`config.mk`:
```
export PLATFORM = sky130hd
export DESIGN_NAME = boot_loader
export DESIGN_NICKNAME = d
export VERILOG_FILES = /design/src/rtl/boot_loader.sv
export SDC_FILE = /design/constraint.sdc
export NUM_CORES = 1
export LEC_CHECK = 0
export ABC_CLOCK_PERIOD_IN_PS = 3050
export CORE_MARGIN = 2
export CORE_UTILIZATION = 47
export CTS_CLUSTER_DIAMETER = 100
export CTS_CLUSTER_SIZE = 12
export DETAILED_ROUTE_END_ITERATION = 6
export PLACE_DENSITY = 0.75
export SYNTH_ARGS = -nofsm -noshare
export SYNTH_HDL_FRONTEND = slang
export SYNTH_SLANG_ARGS = --single-unit
```
`constraint.sdc`:
```
create_clock -name clock -period 3.05 [get_ports clock]
set_input_delay 0.61 -clock clock [delete_from_list [all_inputs] [get_ports clock]]
set_output_delay 0.61 -clock clock [all_outputs]
set_load 0.1 [all_outputs]
```
`src/rtl/boot_loader.sv`:
```
// Byte-stream program loader: packs a big-endian image into 32-bit words,
// writes them into instruction memory, then releases the CPU from reset.
module boot_loader #(
  parameter int ADDR_WIDTH     = 8,
  parameter int MAX_WORDS      = 256,
  parameter int RELEASE_CYCLES = 2
) (
  input  logic                  clock,
  input  logic                  reset_n,
  input  logic [7:0]            in_data,
  input  logic                  in_valid,
  output logic                  in_ready,
  input  logic                  reload,
  output logic                  imem_we,
  output logic [ADDR_WIDTH-1:0] imem_addr,
  output logic [31:0]           imem_wdata,
  output logic                  cpu_reset,
  output logic                  done,
  output logic                  error,
  output logic [15:0]           word_count
);

  localparam int RW = $clog2(RELEASE_CYCLES + 1);
  localparam logic [RW-1:0] REL_LAST = RW'(RELEASE_CYCLES - 1);
  localparam logic [16:0] MAX_N = 17'(MAX_WORDS);

  typedef enum logic [2:0] {
    S_HDR_HI,
    S_HDR_LO,
    S_CHECK,
    S_DATA,
    S_WRITE,
    S_RELEASE,
    S_RUN,
    S_ERROR
  } state_e;

  state_e                  state_q, state_d;
  logic [15:0]             wc_q, wc_d;
  logic [ADDR_WIDTH-1:0]   idx_q, idx_d;
  logic [1:0]              cnt_q, cnt_d;
  logic [31:0]             asm_q, asm_d;
  logic [RW-1:0]           rel_q, rel_d;

  logic                    in_ready_q, in_ready_d;
  logic                    imem_we_q, imem_we_d;
  logic [ADDR_WIDTH-1:0]   imem_addr_q, imem_addr_d;
  logic [31:0]             imem_wdata_q, imem_wdata_d;
  logic                    cpu_reset_q, cpu_reset_d;
  logic                    done_q, done_d;
  logic                    error_q, error_d;

  logic accept;
  logic last;

  assign accept = in_valid && in_ready_q;
  assign last   = (16'(idx_q) == wc_q - 16'd1);

  always_comb begin
    state_d = state_q;
    wc_d    = wc_q;
    idx_d   = idx_q;
    cnt_d   = cnt_q;
    asm_d   = asm_q;
    rel_d   = rel_q;

    unique case (state_q)
      S_HDR_HI: begin
        if (accept) begin
          wc_d[15:8] = in_data;
          state_d    = S_HDR_LO;
        end
      end
      S_HDR_LO: begin
        if (accept) begin
          wc_d[7:0] = in_data;
          state_d   = S_CHECK;
        end
      end
      S_CHECK: begin
        if (wc_q == 16'd0 || {1'b0, wc_q} > MAX_N) begin
          state_d = S_ERROR;
        end else begin
          idx_d   = '0;
          cnt_d   = 2'd0;
          state_d = S_DATA;
        end
      end
      S_DATA: begin
        if (accept) begin
          asm_d = {asm_q[23:0], in_data};
          cnt_d = cnt_q + 2'd1;
          if (cnt_q == 2'd3) state_d = S_WRITE;
        end
      end
      S_WRITE: begin
        if (last) begin
          rel_d   = '0;
          state_d = S_RELEASE;
        end else begin
          idx_d   = idx_q + 1'b1;
          state_d = S_DATA;
        end
      end
      S_RELEASE: begin
        if (rel_q == REL_LAST) state_d = S_RUN;
        else rel_d = rel_q + 1'b1;
      end
      S_RUN, S_ERROR: begin
        if (reload) state_d = S_HDR_HI;
      end
      default: state_d = S_HDR_HI;
    endcase

    // Outputs are registered copies of the next-state decode
    in_ready_d   = (state_d == S_HDR_HI) || (state_d == S_HDR_LO) ||
                   (state_d == S_DATA);
    imem_we_d    = (state_d == S_WRITE);
    imem_addr_d  = imem_we_d ? idx_d : '0;
    imem_wdata_d = imem_we_d ? asm_d : 32'd0;
    cpu_reset_d  = (state_d != S_RUN);
    done_d       = (state_d == S_RUN);
    error_d      = (state_d == S_ERROR);
  end

  always_ff @(posedge clock or negedge reset_n) begin
    if (!reset_n) begin
      state_q      <= S_HDR_HI;
      wc_q         <= 16'd0;
      idx_q        <= '0;
      cnt_q        <= 2'd0;
      asm_q        <= 32'd0;
      rel_q        <= '0;
      in_ready_q   <= 1'b1;
      imem_we_q    <= 1'b0;
      imem_addr_q  <= '0;
      imem_wdata_q <= 32'd0;
      cpu_reset_q  <= 1'b1;
      done_q       <= 1'b0;
      error_q      <= 1'b0;
    end else begin
      state_q      <= state_d;
      wc_q         <= wc_d;
      idx_q        <= idx_d;
      cnt_q        <= cnt_d;
      asm_q        <= asm_d;
      rel_q        <= rel_d;
      in_ready_q   <= in_ready_d;
      imem_we_q    <= imem_we_d;
      imem_addr_q  <= imem_addr_d;
      imem_wdata_q <= imem_wdata_d;
      cpu_reset_q  <= cpu_reset_d;
      done_q       <= done_d;
      error_q      <= error_d;
    end
  end

  assign in_ready   = in_ready_q;
  assign imem_we    = imem_we_q;
  assign imem_addr  = imem_addr_q;
  assign imem_wdata = imem_wdata_q;
  assign cpu_reset  = cpu_reset_q;
  assign done       = done_q;
  assign error      = error_q;
  assign word_count = wc_q;

endmodule
```
==> qor.csv <==
metric;value;unit
status;finished with violations;
violations;setup timing;
grt_start_max_net_pins;61;
hpwl;6.912;mm
drv_slew;0;
drive_above_1_share;30.82;%
first_iter_violations;145;
async_reset_ff_share;100.0;%
drcViolationCount;0;
worst_slew_pin_slew;500.8;ps
dr_wl_met2;4.661;mm
synth_top_family_by_area;simple AND/OR/NAND/NOR gates;
max-slew-margin-rel;66.61;%
gp_congestion;0.8523;
highest_layer;met4;
cpMaxStageDelayCell;dfrtp_4;
yosys.area_share.simple;23.93;%
rsz0062_at_grt;yes;
yosysUniqueCellTypes;55;
required;3310;ps
avgSynthCellArea;10.35;µm²
synth.area.mux_share;3.649;%
hold_path.class;input port to asynchronous set/reset pin;
finalCritPeriodShare;103.7;%
utilization;61.45;%
grt_pass1_wl;15.95;mm
p_leak;2.758;nW
crit_path_max_incr_delay;520;ps
grt_usage;20.33;%
ys_seq_area_share;58.44;%
fmax;0.3161;GHz
setup_violations;3;
fill_cells;737;
path_cells;inv_4 -> ha_4 -> or3b_4 -> o31a_1 -> or4_4 -> a221o_1 -> nor4_4 -> nor2_2 -> or3_4 -> and3b_1;
m1WireLength;4.226;mm
initial_core_util;48.91;%
hold_violations;0;
path_clk_slew;100;ps
wl_met3;553;µm
start_kind;flop;
synth_top_area_share;57.21;%
fin_crit;3164;ps
cts_buffers;9;
vias_per_cell;5.455;
ir_worst_vdd;0.6578;mV
postRouteAntennaNets;0;
fin_worst_skew;9.790;ps
synth_most_common_cell;dfrtp_1;
grt_antenna_before_repair;0;
synth_area;4287;µm²
grt_pass1_vias;3179;
layout.nets;514;
worstSetupPathType;flop to flop;
fin_ws;-113.6;ps
syn2layout_area_growth;25.63;%
dieArea;9900;µm²
h-tree-depth;3;
clock-sinks;100;
setup_tns;-160.5;ps
io_pins;73;
port_buffers;72;
die-width;99.50;µm
synth_ff_type;dfrtp_1;
syn_inst;414;
synth_compound_area_share;7.852;%
wl_per_cell;15.73;µm
drt-pass1-iter-count;4;
dr_total_vias;3333;
root_buffer;clkbuf_8;
syn-num-nets;430;
design.core.area;8763;µm²
grt_overflow;0;
rows;34;
synth-adder-area-share;1.168;%
ys_warn_count;0;
p_total;0.005569;W
synth_edf_count;0;
insertion_delay;370;ps
antenna_cells;0;
end_kind;flop;
ys_ff_latch;100;
cts_buffer_depth;2;
drv_cap;0;
synth_area_leader_cell;dfrtp_1;
path_max_fanout;5;
p_per_area;1034;nW/µm²
worstPathArrival;3430;ps
synthTopCellsByCount;dfrtp_1 (98), nand2_1 (96), and3_1 (36);
synth.top_cells.by_area;dfrtp_1 (57%), nand2_1 (8.4%), and3_1 (5.3%);
die_h;99.50;µm
routed_wirelength;9.609;mm
synth_xor_area_share;1.839;%
cts_tree;done;
-- final timing paths --
path | start | endpoint | slack (ps) | cells past startpoint
max in group asynchronous | reset_n | cpu_reset | 2130 | 2
min reg2reg | asm_q[16] | asm_q[16] | 480 | 2
max reg2reg | word_count[1] | error | -110 | 10
min in group clock | asm_q[16] | asm_q[16] | 480 | 2
min | reset_n | asm_q[9] | 200 | 1
max | word_count[1] | error | -110 | 10
-- sequential cells by signal (all words and copies together), names as in the netlist --
register and count:
idx_q 8, word_count 16, rel_q 2, done 1, imem_we 1, imem_wdata 32
imem_addr 8, error 1, state_q 3, in_ready 1, asm_q 24, cnt_q 2
cpu_reset 1
-- layout make-up --
type                            count  area, µm²  share of cell area [%]
Timing Repair Buffer               96      745.7                   13.85
Clock buffer                        9      123.9                   2.300
Clock inverter                      7      73.82                   1.371
Tap cell                          108      135.1                   2.509
Multi-Input combinational cell    279       1739                   32.30
Inverter                           12      50.05                  0.9294
Sequential cell                   100       2517                   46.75
-- cell families after synthesis --
group / Yosys count
xor+xnor: 9
mux: 14
fa+ha+maj: 4
simple gates: 204
flops: 100
buf+inv: 35
compound gates: 48
-- where the power goes --
part / internal [W] / switching (W) / total, W
combinational: 0.000870 / 0.00185 / 0.00272
clock: 0.000326 / 0.000515 / 0.000841
sequential: 0.00167 / 0.000331 / 0.00200
total: 0.00287 / 0.00270 / 0.00557
-- layout by cell type, fill, tap and decap left out, types with 6 or more instances in the layout --
cell type,count
o21ai_0,8
nor2_1,14
clkbuf_8,9
nand3_1,6
xnor2_1,7
nand2_1,96
inv_1,10
or3_1,8
clkdlybuf4s50_1,10
nor3_1,6
dfrtp_1,92
a21oi_1,8
mux2_2,13
and3_1,36
buf_4,86
-- repair_timing --
item,CTS,global route
setup buffers,0,0
setup endpoints to repair,8,18
hold buffers,0,0
resized for setup,1,13
cloned,0,0
pin swaps,1,3
-- worst max-delay path, delay by kind of cell (launching register included) --
| family | cells | cell delay, ps |
|---|---|---|
| simple gates | 6 | 1740 |
| compound gates | 2 | 590 |
| flops | 1 | 520 |
| fa+ha+maj | 1 | 120 |
| buf+inv | 1 | 80 |
-- per-layer routing --
metal | up-vias | global-route usage, %
li1 | 1577 | -
met4 | 0 | 6.322
met3 | 13 | 3.935
met1 | 1629 | 27.93
met5 | - | 0
met2 | 114 | 32.95
-- stage by stage --
| stage | hold slack, ps | setup WS [ps] | instances | cell area (µm²) |
|---|---|---|---|---|
| detailed placement | 456.6 | -150.6 | 595 | 5142 |
| global route | 213.0 | -179.2 | 611 | 5385 |
| global placement | 452.8 | -76.58 | 595 | 5142 |
| finish | 200.0 | -113.6 | 611 | 5385 |
| CTS | 198.8 | -100.1 | 611 | 5345 |
| floorplan | 314.4 | -279.4 | 414 | 4350 |
(Power assumes the default switching activity.)
